<file path="config.mk">
export PLATFORM = sky130hd
export DESIGN_NAME = key_entry
export DESIGN_NICKNAME = d
export VERILOG_FILES = /design/src/rtl/key_entry.sv
export SDC_FILE = /design/constraint.sdc
export NUM_CORES = 1
export LEC_CHECK = 0
export CAP_MARGIN = 20
export CELL_PAD_IN_SITES_DETAIL_PLACEMENT = 0
export CELL_PAD_IN_SITES_GLOBAL_PLACEMENT = 1
export CORE_MARGIN = 2
export CORE_UTILIZATION = 39
export DETAILED_ROUTE_END_ITERATION = 10
export PLACE_DENSITY_LB_ADDON = 0.1
export SLEW_MARGIN = 20
export SYNTH_ARGS = -nofsm -noshare
export SYNTH_HDL_FRONTEND = slang
export SYNTH_SLANG_ARGS = --single-unit
</file>
<file path="constraint.sdc">
create_clock -name clk -period 3.01 [get_ports clk]
set_clock_uncertainty 0.2 [all_clocks]
set_input_delay 0.602 -clock clk [delete_from_list [all_inputs] [get_ports clk]]
set_output_delay 0.602 -clock clk [all_outputs]
set_load 0.005 [all_outputs]
</file>
<file path="src/rtl/key_entry.sv">
// Debounced keypad event stage with a 4-digit BCD entry buffer.
// Optional auto-repeat: define KEY_ENTRY_AUTOREPEAT_EN.
//
// Ports:
//   clk, rst (async, active low)
//   SWC[3:0]       column sense lines, active low
//   key[3:0]       registered key code from the scanner
//   key_valid      one-cycle pulse per accepted key event
//   key_code[3:0]  code of the last accepted event
//   digits[15:0]   four BCD digits, newest in [3:0]
//   count[2:0]     number of digits entered, 0..4
//   value[15:0]    BCD snapshot captured on enter
//   done           one-cycle pulse when enter is processed
module key_entry #(
  parameter int unsigned DEBOUNCE = 4,
  parameter int unsigned REPEAT   = 8
) (
  input  logic        clk,
  input  logic        rst,
  input  logic [3:0]  SWC,
  input  logic [3:0]  key,
  output logic        key_valid,
  output logic [3:0]  key_code,
  output logic [15:0] digits,
  output logic [2:0]  count,
  output logic [15:0] value,
  output logic        done
);

  localparam logic [3:0] DB = 4'(DEBOUNCE);

  typedef enum logic [1:0] {
    S_IDLE,
    S_PRESS,
    S_HELD,
    S_REL
  } state_t;

  logic [1:0] fc;
  logic       hit;
  logic       tick;
  logic       down;
  logic       pf;
  logic       rep;
  state_t     st;
  logic [3:0] fcnt;

  assign tick = (fc == 2'd3);
  assign down = (SWC != 4'hF);
  // Frame is pressed if any of its four cycles, tick included, saw a key.
  assign pf   = hit | down;

  always_ff @(posedge clk or negedge rst) begin
    if (!rst) begin
      fc  <= 2'd0;
      hit <= 1'b0;
    end else begin
      fc  <= fc + 2'd1;
      hit <= tick ? 1'b0 : pf;
    end
  end

`ifdef KEY_ENTRY_AUTOREPEAT_EN
  localparam int RW = $clog2(REPEAT + 1);
  localparam logic [RW-1:0] RP = RW'(REPEAT);

  logic [RW-1:0] rcnt;

  assign rep = tick & pf & (st == S_HELD) &
               (rcnt + RW'(1) == RP);

  // Held at zero outside HELD, so every entry to HELD restarts it.
  always_ff @(posedge clk or negedge rst) begin
    if (!rst) begin
      rcnt <= '0;
    end else if (st != S_HELD) begin
      rcnt <= '0;
    end else if (tick && pf) begin
      rcnt <= rep ? '0 : rcnt + RW'(1);
    end
  end
`else
  logic [31:0] unused_repeat;
  assign unused_repeat = REPEAT;
  assign rep = 1'b0;
`endif

  always_ff @(posedge clk or negedge rst) begin
    if (!rst) begin
      st        <= S_IDLE;
      fcnt      <= 4'd0;
      key_valid <= 1'b0;
      key_code  <= 4'd11;
    end else begin
      key_valid <= 1'b0;
      if (tick) begin
        unique case (st)
          S_IDLE: begin
            if (pf) begin
              if (DB == 4'd1) begin
                st        <= S_HELD;
                fcnt      <= 4'd0;
                key_valid <= 1'b1;
                key_code  <= key;
              end else begin
                st   <= S_PRESS;
                fcnt <= 4'd1;
              end
            end
          end
          S_PRESS: begin
            if (!pf) begin
              st   <= S_IDLE;
              fcnt <= 4'd0;
            end else if (fcnt + 4'd1 == DB) begin
              st        <= S_HELD;
              fcnt      <= 4'd0;
              key_valid <= 1'b1;
              key_code  <= key;
            end else begin
              fcnt <= fcnt + 4'd1;
            end
          end
          S_HELD: begin
            if (!pf) begin
              if (DB == 4'd1) begin
                st <= S_IDLE;
              end else begin
                st   <= S_REL;
                fcnt <= 4'd1;
              end
            end else if (rep) begin
              key_valid <= 1'b1;
              key_code  <= key;
            end
          end
          S_REL: begin
            if (pf) begin
              // Release bounce: back to HELD without a new event.
              st   <= S_HELD;
              fcnt <= 4'd0;
            end else if (fcnt + 4'd1 == DB) begin
              st   <= S_IDLE;
              fcnt <= 4'd0;
            end else begin
              fcnt <= fcnt + 4'd1;
            end
          end
          default: begin
            st   <= S_IDLE;
            fcnt <= 4'd0;
          end
        endcase
      end
    end
  end

  logic is_dig;
  logic is_bs;
  logic is_clr;
  logic is_ent;

  assign is_dig = (key_code <= 4'd9);
  assign is_bs  = (key_code == 4'd10);
  assign is_clr = (key_code == 4'd11);
  assign is_ent = (key_code >= 4'd12);

  always_ff @(posedge clk or negedge rst) begin
    if (!rst) begin
      digits <= 16'h0000;
      count  <= 3'd0;
      value  <= 16'h0000;
      done   <= 1'b0;
    end else begin
      done <= 1'b0;
      if (key_valid) begin
        unique case (1'b1)
          is_dig: begin
            if (count < 3'd4) begin
              digits <= {digits[11:0], key_code};
              count  <= count + 3'd1;
            end
          end
          is_bs: begin
            if (count != 3'd0) begin
              digits <= {4'h0, digits[15:4]};
              count  <= count - 3'd1;
            end
          end
          is_clr: begin
            digits <= 16'h0000;
            count  <= 3'd0;
          end
          is_ent: begin
            value  <= digits;
            digits <= 16'h0000;
            count  <= 3'd0;
            done   <= 1'b1;
          end
          default: ;
        endcase
      end
    end
  end

endmodule

</file>
==> impl_metrics.csv <==
group,metric,value,unit
grt,track_usage,0.173,
timing,final_hold_viol_count,0,
routing,totalWireLength,5350,um
power,power_density,411,nW/um^2
die,die_w,82.8,um
die,design.core.area,5960,sq um
clock_tree,hold_buffers,0,
power,internal_power,1.04,mW
timing,whs,0.110,ns
die,rows,28,
clock_tree,clk_path_buf_depth,2,
timing,fmaxAchievable,428,MHz
worst_setup_path,start_kind,"flip-flop",
grt,grt_pass1_wl,8950,um
routing,drc,0,
run_status,status,"finished, final reports clean",
worst_setup_path,cp_data_required_time,2.21,ns
grt,grt_max_degree,27,
die,die-height,82.8,um
worst_setup_path,worst-path-buf-inv,1,
grt,grt_pass1_vias,1789,
worst_setup_path,critPathSlowestCell,"dfstp_2",
routing,vias_per_cell,5.28,
finish,fillers,571,
timing,period_share,0.775,
die,start_util,0.407,
finish,area_delta_synth_final,28.8,%
clock_tree,cts_tree,"done",
placed_design,dp.final_hpwl,3810,um
timing,tns,0,ns
worst_hold_path,hp-class,"input port to async pin",
synthesis,yosysSeqAreaShare,0.518,
power,p_total,1.28,mW
worst_setup_path,reg2reg_to,"count[2]",
timing,relSlewSlack,0.579,
worst_setup_path,path_class,"flip-flop to primary output",
power,p_leak,1.32,nW
routing,wl_per_cell,15.1,um
synthesis,synth-edff-count,0,
synthesis,ys_ff_latch,50,
clock_tree,htreeDepth,2,
clock_tree,clkLatencyLatePin,0.30,ns
finish,n_antenna_cell,0,
die,die-area,6850,sq um
timing,tightest_slew,0.631,ns
synthesis,synth_cells,229,
worst_setup_path,path_cells,"clkdlybuf4s50_1",
grt,overflow,0,
worst_setup_path,crit-reg2reg-launch,"key_code[3]",
worst_setup_path,r2r_slack,0.71,ns
power,power.share.sequential,0.525,
timing,drv_slew,0,
timing,fin_crit,2.33,ns
worst_setup_path,max_stage_delay,0.67,ns
grt,antenna_found_initial,0,
synthesis,avgSynthCellArea,10.6,sq um
power,p_sw,243,uW
routing,vias,1869,
worst_setup_path,cp_top_family,"flip-flops",
placed_design,io_buffers,50,
routing,drt_pass1_iterations,4,
worst_setup_path,reg2regPathDepth,6,
power,p_clk_frac,0.450,
power,comb_power_share,0.024,
finish,layout.nets,292,
timing,setup_viol,0,
power,peakVddDrop,0.219,mV
synthesis,ys_async_sr_fraction,1.00,
worst_setup_path,cp_max_fo,12,
clock_tree,ctsResizeCount,0,
worst_setup_path,worstPathArrival,1.53,ns
worst_setup_path,cp-end-kind,"primary output",
clock_tree,cts_buffers,5,
synthesis,syn-num-nets,243,
finish,drive_gt1_frac,0.158,
clock_tree,clk_pin_slew,0.09,ns
timing,rsz0062_at_grt,"no",
clock_tree,root_buffer,"clkbuf_8",
clock_tree,cts_setup_buffers,0,
clock_tree,cts_num_sinks,50,
finish,final_design_area_no_fill,3120,sq um
synthesis,synth_ff_type,"dfrtp_1",
power,p_sw_frac,0.189,
placed_design,placed_area,2980,sq um
job,drv_cap,0,
synthesis,synth_area,2420,sq um
routing,antenna_left,0,
die,ios,51,
routing,drtIter0Drc,61,
placed_design,gp_congestion,0.760,
placed_design,dp_worst_setup_slack,0.607,ns
timing,worst_slack,0.676,ns
synthesis,synth_warnings,0,
synthesis,yosysUniqueCellTypes,46,
state kept, by name, summed over array words and instances (netlist names), named ones only:
| register | count |
|---|---|
| key_valid | 1 |
| fcnt | 4 |
| digits | 16 |
| hit | 1 |
| done | 1 |
| key_code | 4 |
| st | 1 |
| value | 16 |
| count | 3 |
| fc | 2 |
layout make-up:
cell class	instances	area (sq um)	area share
Clock buffer	6	82.6	0.0265
Inverter	17	63.8	0.0205
Tap cell	75	93.8	0.0301
Sequential cell	50	1250	0.402
Multi-Input combinational cell	151	1030	0.331
Timing Repair Buffer	53	531	0.170
Clock inverter	2	60.1	0.0193
cell usage after synthesis (2+ instances only):
cell type	instances	area, sq um
a21oi_1	13	65.1
a21oi_2	6	52.6
a31oi_1	6	37.5
a32o_1	2	20.0
and2_1	2	12.5
buf_2	7	35.0
buf_6	2	22.5
dfrtp_1	47	1180
dfstp_2	3	78.8
ha_1	3	37.5
inv_1	17	63.8
mux2_2	14	158
nand2_1	17	63.8
nand2b_1	7	43.8
nand3_1	8	40.0
nand4_1	2	12.5
nand4b_1	6	52.6
nor2_1	18	67.6
nor3b_1	2	15.0
o21ai_0	16	80.1
o21ai_2	6	52.6
routing by layer:
layer	share of wire	vias to the layer above	routed length, um	GRT usage
met5	0	-	0	0
met4	0.010	0	55	0.0475
met3	0.037	6	197	0.0411
met2	0.48	38	2570	0.277
met1	0.47	918	2530	0.235
li1	-	907	-	-
per-stage QoR:
stage / utilization / instances
2_1_floorplan: - / 229
3_3_place_gp: 0.500 / 346
3_5_place_dp: 0.500 / 346
4_1_cts: 0.524 / 354
5_1_grt: 0.524 / 354
6_report: 0.524 / 354
cell usage in the layout (no fill, tap or decap), types with 7 or more instances in the layout:
master / synthesis / final
nand2b_1: 7 / 7
dfrtp_1: 47 / 47
mux2_2: 14 / 14
nand3_1: 8 / 8
a21oi_1: 13 / 13
nand2_1: 17 / 17
o21ai_0: 16 / 16
inv_1: 17 / 17
nor2_1: 18 / 18
clkdlybuf4s50_1: 0 / 49
worst max-delay path by stage:
stage	slack [ns]	cells past startpoint	from	to
floorplan	0.83	7	key_code[1]	count[2]
global placement	0.62	5	SWC[2]	key_code[2]
detailed placement	0.61	5	SWC[2]	key_code[2]
CTS	0.66	1	key_code[1]	key_code[1]
global route	0.58	6	key_code[2]	count[2]
finish	0.68	1	key_code[3]	key_code[3]
cell families (layout without fill, tap and decap cells):
group,count (synthesis),after routing,synth area share
and+or+nand+nor,68,68,0.148
AOI/OAI and AO/OA,63,63,0.182
DFF,50,50,0.518
buffers and inverters,28,78,0.0548
muxes,15,15,0.0693
adders and majority gates,4,4,0.0238
xor gates and xnor gates,1,1,0.00362
power by group through the flow:
| stage | clock [mW] | combinational, mW | sequential, mW |
|---|---|---|---|
| 2_1_floorplan | 0 | 0.00411 | 0.687 |
| 3_3_place_gp | 0 | 0.0323 | 0.687 |
| 3_5_place_dp | 0 | 0.0327 | 0.687 |
| 4_1_cts | 0.590 | 0.0327 | 0.674 |
| 5_1_grt | 0.616 | 0.0359 | 0.675 |
| 6_report | 0.578 | 0.0311 | 0.674 |
Note: power is estimated with default switching activity, not from simulation.
